==> src/rtl/anti_theft_core_n.sv <==
// Parametrised anti-theft controller: arming/alarm FSM, time bank, seconds tick and countdown.
// Define ANTI_THEFT_SIREN_PULSE_EN to make the siren chirp on each tick while the alarm sounds.
module anti_theft_core_n #(
  parameter int NUM_DOORS       = 2,
  parameter int TIME_W          = 4,
  parameter int TICKS_PER_SEC   = 25000000,
  parameter int DEF_T_ARM       = 6,
  parameter int DEF_T_DRIVER    = 8,
  parameter int DEF_T_PASSENGER = 15,
  parameter int DEF_T_ALARM     = 10
) (
  input  logic                 clk,
  input  logic                 rst,
  input  logic                 ignition,
  input  logic [NUM_DOORS-1:0] doors,
  input  logic                 reprogram,
  input  logic [1:0]           param_sel,
  input  logic [TIME_W-1:0]    param_value,
  output logic                 siren,
  output logic                 status_led,
  output logic [2:0]           state_out,
  output logic [TIME_W-1:0]    count_out,
  output logic [NUM_DOORS-1:0] door_latched
);

  localparam int TICK_W = (TICKS_PER_SEC > 2) ? $clog2(TICKS_PER_SEC) : 1;
  localparam logic [TICK_W-1:0] TICK_LAST = TICK_W'(TICKS_PER_SEC - 1);

  typedef enum logic [2:0] {
    S_ARMED       = 3'd0,
    S_TRIGGERED   = 3'd1,
    S_SOUND_ALARM = 3'd2,
    S_DISARMED    = 3'd3,
    S_WAIT_OPEN   = 3'd4,
    S_WAIT_CLOSE  = 3'd5,
    S_ARM_DELAY   = 3'd6
  } state_t;

  state_t                state_q, state_d;
  logic                  rp_q, rp_edge;
  logic [TIME_W-1:0]     bank_q [4];
  logic [TICK_W-1:0]     tick_cnt_q, tick_cnt_d;
  logic                  tick;
  logic [TIME_W-1:0]     cnt_q, cnt_d;
  logic                  run_q, run_d, expired;
  logic                  start, stop, latch_en;
  logic [TIME_W-1:0]     load_val;
  logic [NUM_DOORS-1:0]  latch_q;
  logic                  led_q, led_d, siren_q, siren_d;
  logic                  any_door;

  assign rp_edge  = reprogram & ~rp_q;
  assign any_door = |doors;
  assign tick     = (tick_cnt_q == TICK_LAST);
  assign expired  = run_q & (cnt_q == '0);

  // Time-parameter bank: written once per rising edge of reprogram
  always_ff @(posedge clk) begin
    if (rst) begin
      rp_q      <= 1'b0;
      bank_q[0] <= TIME_W'(DEF_T_ARM);
      bank_q[1] <= TIME_W'(DEF_T_DRIVER);
      bank_q[2] <= TIME_W'(DEF_T_PASSENGER);
      bank_q[3] <= TIME_W'(DEF_T_ALARM);
    end else begin
      rp_q <= reprogram;
      if (rp_edge) bank_q[param_sel] <= param_value;
    end
  end

  always_ff @(posedge clk) begin
    if (rst) state_q <= S_ARMED;
    else     state_q <= state_d;
  end

  always_comb begin
    state_d  = state_q;
    start    = 1'b0;
    stop     = 1'b0;
    latch_en = 1'b0;
    load_val = '0;
    if (rp_edge) begin
      state_d = S_ARMED;
      stop    = 1'b1;
    end else if (ignition) begin
      state_d = S_DISARMED;
      stop    = 1'b1;
    end else begin
      case (state_q)
        S_ARMED: if (any_door) begin
          state_d  = S_TRIGGERED;
          latch_en = 1'b1;
          start    = 1'b1;
          load_val = doors[0] ? bank_q[1] : bank_q[2];
        end
        S_TRIGGERED: if (expired) begin
          state_d  = S_SOUND_ALARM;
          start    = 1'b1;
          load_val = bank_q[3];
        end
        // An open door keeps the alarm time topped up until every door closes
        S_SOUND_ALARM: begin
          if (any_door) begin
            start    = 1'b1;
            load_val = bank_q[3];
          end else if (expired) begin
            state_d = S_ARMED;
          end
        end
        S_DISARMED:  state_d = S_WAIT_OPEN;
        S_WAIT_OPEN: if (any_door) state_d = S_WAIT_CLOSE;
        S_WAIT_CLOSE: if (!any_door) begin
          state_d  = S_ARM_DELAY;
          start    = 1'b1;
          load_val = bank_q[0];
        end
        S_ARM_DELAY: begin
          if (any_door) begin
            state_d = S_WAIT_CLOSE;
            stop    = 1'b1;
          end else if (expired) begin
            state_d = S_ARMED;
          end
        end
        default: state_d = S_ARMED;
      endcase
    end
  end

  // Countdown and tick divider; a start realigns the divider so the first second is full length
  always_comb begin
    cnt_d      = cnt_q;
    run_d      = run_q;
    tick_cnt_d = tick ? '0 : tick_cnt_q + TICK_W'(1);
    if (stop) begin
      cnt_d = '0;
      run_d = 1'b0;
    end else if (start) begin
      cnt_d      = load_val;
      run_d      = 1'b1;
      tick_cnt_d = '0;
    end else if (run_q) begin
      if (cnt_q == '0) run_d = 1'b0;
      else if (tick)   cnt_d = cnt_q - TIME_W'(1);
    end
  end

  always_comb begin
    led_d   = 1'b0;
    siren_d = 1'b0;
    case (state_d)
      S_ARMED:     led_d = (state_q != S_ARMED) ? 1'b0 : (tick ? ~led_q : led_q);
      S_TRIGGERED: led_d = 1'b1;
      S_SOUND_ALARM: begin
        led_d = 1'b1;
`ifdef ANTI_THEFT_SIREN_PULSE_EN
        siren_d = (state_q != S_SOUND_ALARM) ? 1'b1 : (tick ? ~siren_q : siren_q);
`else
        siren_d = 1'b1;
`endif
      end
      default: ;
    endcase
  end

  always_ff @(posedge clk) begin
    if (rst) begin
      tick_cnt_q <= '0;
      cnt_q      <= '0;
      run_q      <= 1'b0;
      latch_q    <= '0;
      led_q      <= 1'b0;
      siren_q    <= 1'b0;
    end else begin
      tick_cnt_q <= tick_cnt_d;
      cnt_q      <= cnt_d;
      run_q      <= run_d;
      led_q      <= led_d;
      siren_q    <= siren_d;
      if (latch_en) latch_q <= doors;
    end
  end

  assign state_out    = state_q;
  assign count_out    = cnt_q;
  assign siren        = siren_q;
  assign status_led   = led_q;
  assign door_latched = latch_q;

endmodule

==> config.mk <==
export PLATFORM = sky130hd
export DESIGN_NAME = anti_theft_core_n
export DESIGN_NICKNAME = d
export VERILOG_FILES = /design/src/rtl/anti_theft_core_n.sv
export SDC_FILE = /design/constraint.sdc
export NUM_CORES = 1
export LEC_CHECK = 0
export CORE_UTILIZATION = 40
export CTS_BUF_LIST = sky130_fd_sc_hd__clkbuf_8
export DETAILED_ROUTE_END_ITERATION = 12
export PLACE_DENSITY_LB_ADDON = 0.2
export SYNTH_ARGS = -nofsm -noshare
export SYNTH_HDL_FRONTEND = slang
export SYNTH_SLANG_ARGS = --single-unit
==> constraint.sdc <==
create_clock -name clk -period 5.35 [get_ports clk]
set_clock_uncertainty 0.05 [all_clocks]
set_input_delay 1.07 -clock clk [delete_from_list [all_inputs] [get_ports clk]]
set_output_delay 1.07 -clock clk [all_outputs]
set_load 0.02 [all_outputs]
After elaboration in Yosys (flattened, before gate mapping):

Memory sizes are Yosys's and may differ from the RTL's.
Cells that the tools add are included.

* flip-flop bits (word level): 38
* memory bits (writable): 16
* memories kept: 1

Memories
* bank_q: depth 4, bits a word 4, read ports 4, clocked after Yosys merged registers in 0, write ports 4, RTL line 41 `logic [TIME_W-1:0] bank_q [4];`

* add/sub/neg operators: 2
* equality and inequality tests: 11
* muxes and demuxes: 52
* bitwise operators: 4
* reductions and logical operators: 12

Operators by type and width (count)
* two-way mux 25 bit: 3
* two-way mux 4 bit: 12
* two-way mux 3 bit: 9
* adder 25 x 1 -> 25 bit (second input constant): 1
* == test 25 bit (second input constant): 1
* two-way mux 1 bit: 23
* one-hot mux 3 bit (7 select lines): 1
* one-hot mux 4 bit (4 select lines): 1
* == test 3 x 2 -> 1 bit (second input constant): 3
* == test 3 bit (second input constant): 3
* OR reduction 2 bit: 4
* == test 3 x 1 -> 1 bit (second input constant): 2
* zero test 3 bit: 2
* zero test 4 bit: 1
* nonzero test 2 bit: 2
* OR reduction 4 bit: 1
* subtractor 4 x 1 -> 4 bit (second input constant): 1
* inequality test 3 bit (second input constant): 1
* one-hot mux 1 bit (3 select lines): 1
* AND reduction 3 bit: 1
* nonzero test 3 bit: 1
* AND 1 bit: 2
* two-way mux 2 bit: 1
* inequality test 2 bit (second input constant): 1
* 2 further kinds: 3

Longest topological paths before layout:

* depth after elaboration: 10
* gate-level depth with buffers: 9
* depth with buffers taken out: 7

Worst setup path after synthesis:

Ideal clock, no wire load.

* kind: input-to-reg
* from: input doors[0]
* to: register tick_cnt_q[19]
* arrival: 2.308 ns
* data required time: 5.185 ns
* slack: 2.877 ns
* cell stages on the path: 8
* path buffers: 3
* cells stage by stage: buf_2 nor4b_2 a22oi_1 a21o_1 buf_2 o211ai_2 buf_4 nor2_1

* cells in the longest elaborated chain, start to end: 7
* elaborated cells on any way between the ends: 11
* classes of those cells: mux (10); reduce/logical (1)

RTL lines
* from (decl): RTL line 15 `input logic [NUM_DOORS-1:0] doors,`
* OR reduction 2 bit *: RTL line 53 `assign any_door = |doors;`
* two-way mux 1 bit (on tied branches)
* one-hot mux 1 bit (3 select lines): RTL line 89 `case (state_q)`
* two-way mux 1 bit: RTL line 85 `end else if (ignition) begin`
* two-way mux 1 bit: RTL line 82 `if (rp_edge) begin`
* two-way mux 25 bit: RTL line 138 `end else if (start) begin`
* two-way mux 25 bit *: RTL line 135 `if (stop) begin`
* to (signal assigned): RTL line 175 `tick_cnt_q <= tick_cnt_d;`
* to (decl): RTL line 42 `logic [TICK_W-1:0] tick_cnt_q, tick_cnt_d;`

Every way passes the cells marked *; elsewhere a longest branch is shown, timed or not.
A chain may end at the register's enable or synchronous reset.

==> results <==
- The data required time of the critical path is around 5300 ps.
- The worst-path maximum fanout is 8.
- Summed over all instances, the cell type with the most area after synthesis is sky130_fd_sc_hd__dfxtp_1.
- The critical path data arrival time is between 2000 and 3000 ps.
- For this run, the register share of the synthesized area comes to about 46%.
- The most frequently used cell type in the post-synthesis netlist is sky130_fd_sc_hd__dfxtp_1.
- The vertical die dimension is between 80 and 90 um.
- The finished layout holds about 370 standard cells, fillers aside.
- In the final design database the tool counted about 300 nets.
- Clock-pin slew was measured on the worst setup and hold paths at around 100 ps.
- The worst hold slack is ~440 ps.
- Synthesis produced around 270 cells.
- After filler insertion, the fill cell instance count of the layout stands at 622.
- Summed over all layers, the global routing overflow is 0.
- The first-pass GRT wire length is 8.63 mm.
- Relative to the synthesized area, the layout overhead comes to 13.5%.
- The remaining antenna violation count is 0.
- Setup repair after global routing left no endpoint under its margin.
- For this design the static power due to leakage is 1.06 nW.
- The number of warnings issued by yosys is 0.
- The chip width is between 80 and 90 um.
- The startpoint kind of the worst setup timing path is an input port.
- The initial core utilization is between 40% and 50%.
- The measured slew at the worst slew-check pin is 1010 ps.
- IR analysis of the VDD net gives a maximum drop of ~120 uV.
- In this run the tightest slew margin relative to its limit is between 30% and 40%.
- The final critical path takes up between 50 and 60% of the cycle.
- The most instantiated flip-flop cell in the synthesis netlist is sky130_fd_sc_hd__dfxtp_1.
- Buffers inserted to repair hold after CTS numbered 0.
- Entering global routing, the biggest net connects 26 pins.
- The post-synthesis sequential element count is 54.
- For this run, the top clock speed supported by timing is around 330 MHz.
- The ratio of routed vias to standard cells is 5.29.
- The number of max-slew violations in the final report is 0.
- The buffer cell driving the clock tree root is sky130_fd_sc_hd__clkbuf_8.
- The source-to-sink clock delay at the later pin of the worst-skew pair is just over 300 ps.
- The count of vias placed by the detailed router is ~2000.
- The longest clock path from root to sink contains 2 buffers.
- The number of rows created at floorplan is 29.
- In the synthesized netlist the async set-or-reset flop fraction comes to 0%.
- The deepest level of the CTS H-tree is 2.
- The kind of capture point of the worst setup path is a flop.
- The number of antenna violations at the first check in global routing came to 0.
- Clock tree synthesis inserted a total of 5 buffers.
- The net count after synthesis is 286.
- The share of post-route cells with drive strength above 1 is around a tenth.
- The DRC marker count from the first detailed-route iteration is 100.
- The path class of the tightest hold or removal check is reg -> reg.
- The total power is 0.744 mW.
- The die area is slightly above 7000 um^2.
- Setup violations remaining at the end of the flow were counted as 0.
- The number of remaining DRC errors is 2.
- The number of failing hold endpoints at the final stage is 0.
- During placement, the flow inserted port buffers numbering 22.
- The clock net in this run drives a total of 54 sinks.
- For the final routed database, the setup TNS stands at 0 ps.
- The number of buffers inserted by post-CTS setup repair is 0.
- Sorting the synthesized cells by how often they occur yields sky130_fd_sc_hd__dfxtp_1 (38), sky130_fd_sc_hd__nor2_1 (32), sky130_fd_sc_hd__edfxtp_1 (16).
- The total half-perimeter wirelength after legalization and detailed placement is between 3 and 4 mm.
- Including well taps, the total number of placed cells is around 360.
- Across the run, the number of max-cap violations was 0.
- By area the synthesized netlist is led by sky130_fd_sc_hd__dfxtp_1 (28%), sky130_fd_sc_hd__edfxtp_1 (18%), sky130_fd_sc_hd__xnor2_1 (4.6%).
- Counting I/O delays and the setup requirement, the final critical path takes about 3000 ps.
- The via count of the first global-routing pass came to ~1800.
- The overall track demand over capacity in global routing is 15.4%.
- The post-synth design cell area is 2690 um^2.
- The critical path in this run is classified as in -> reg.
- In the final routed layout, each cell accounts on average for around 14 um.
- TritonCTS built the clock tree.
- The checks that failed: design-rule violations.
- After synthesis, the largest area contributor takes up 28.3% of total cell area.
- The power density relative to cell area is roughly 240 nW/um^2.
- The count of different cell masters after synthesis is 55.
- The first-pass iteration count of the detailed router is 9.
- The number of antenna diodes in the final layout is 0.
- In this run, post-CTS repair resized a total of 0 instances.
- The mean instance size in the synthesized netlist is between 9 and 10 um^2.
- The detailed-route wire length is between 5 and 6 mm.
- Routability-driven placement finished with a final weighted congestion of about 0.76.
- The run finished, with violations left.
- The synthesized design contains 16 enable-type register cells.
- In this run the standard cell core region covers 6420 um^2.
- The number of top-level pins is 23.
[cells by family (layout without fill, tap and decap cells)]
kind of cell / after synthesis / count (layout) / share of synthesized area [%]
simple gates: 126 / 126 / 28.2
flops: 54 / 54 / 46.1
compound gates: 38 / 38 / 10.3
xor+xnor: 25 / 25 / 8.14
buf+inv: 18 / 41 / 3.12
mux: 6 / 6 / 2.28
fa+ha+maj: 4 / 4 / 1.81
[layer usage]
layer / routed length, um / track usage, % / vias up / share of wire (%)
met5: 0 / 0 / - / 0
met4: 85 / 5.49 / 0 / 1.7
met3: 169 / 3.56 / 7 / 3.3
met2: 2200 / 22.7 / 35 / 43
met1: 2600 / 21.9 / 907 / 51
li1: - / - / 1015 / -
[report_power, final]
part | leakage (nW) | switching, mW | internal, mW
sequential | 0.459 | 0.00951 | 0.432
combinational | 0.554 | 0.0393 | 0.0328
clock | 0.0422 | 0.137 | 0.0925
total | 1.06 | 0.186 | 0.557
[critical path: stages]
cell	delay, ps
sky130_fd_sc_hd__clkdlybuf4s50_1	600
sky130_fd_sc_hd__nor2b_1	210
sky130_fd_sc_hd__nor2b_1	350
sky130_fd_sc_hd__nor3b_1	480
sky130_fd_sc_hd__or2_2	260
[placed cells by master, fill, tap and decap left out, types with 3 or more instances in the layout]
cell type	instances
sky130_fd_sc_hd__a21oi_1	8
sky130_fd_sc_hd__nor3_1	6
sky130_fd_sc_hd__or2_2	6
sky130_fd_sc_hd__xor2_1	11
sky130_fd_sc_hd__nand2b_1	7
sky130_fd_sc_hd__dfxtp_1	38
sky130_fd_sc_hd__inv_1	11
sky130_fd_sc_hd__xnor2_1	14
sky130_fd_sc_hd__clkdlybuf4s50_1	22
sky130_fd_sc_hd__nor2b_1	3
sky130_fd_sc_hd__and2_1	13
sky130_fd_sc_hd__edfxtp_1	16
sky130_fd_sc_hd__mux2i_1	5
sky130_fd_sc_hd__nand3_1	12
sky130_fd_sc_hd__nand2_1	11
sky130_fd_sc_hd__o21ai_0	7
sky130_fd_sc_hd__clkbuf_8	5
sky130_fd_sc_hd__a211oi_1	4
sky130_fd_sc_hd__nor3b_1	3
sky130_fd_sc_hd__ha_1	3
sky130_fd_sc_hd__o2bb2ai_1	3
sky130_fd_sc_hd__nand4_1	5
sky130_fd_sc_hd__nor4_1	5
sky130_fd_sc_hd__nor2_1	32
sky130_fd_sc_hd__and4_1	3
sky130_fd_sc_hd__and3_1	6
[flip-flops by register name, indices dropped and copies added, names as in the netlist]
signal and cells:
count_out 4, run_q 1, door_latched 2, state_out 3
status_led 1, siren 1, rp_q 1, tick_cnt_q 25
bank_q 16
[metrics by stage]
step	utilization [%]	setup slack (ps)	instance area, um^2
detailed placement	46.2	2030	2960
finish	47.5	2360	3050
floorplan	-	2880	2690
global placement	46.2	2060	2960
CTS	47.5	2370	3050
global route	47.5	2220	3050
[final timing paths]
path,depth (start not counted),slack (ps),start,end
worst max-delay path,5,2360,rst,bank_q[0][1]
worst min-delay path,2,440,door_latched[0],door_latched[0]
worst max register to register,5,2990,tick_cnt_q[0],tick_cnt_q[22]
worst min register to register,2,440,door_latched[0],door_latched[0]
[final cells by class]
class	count	area, um^2	area share, %
Clock buffer	5	68.8	2.25
Clock inverter	3	20.0	0.656
Inverter	11	41.3	1.35
Multi-Input combinational cell	199	1370	44.7
Sequential cell	54	1240	40.7
Tap cell	77	96.3	3.16
Timing Repair Buffer	22	220	7.21
Power figures use the tool's default switching activity.
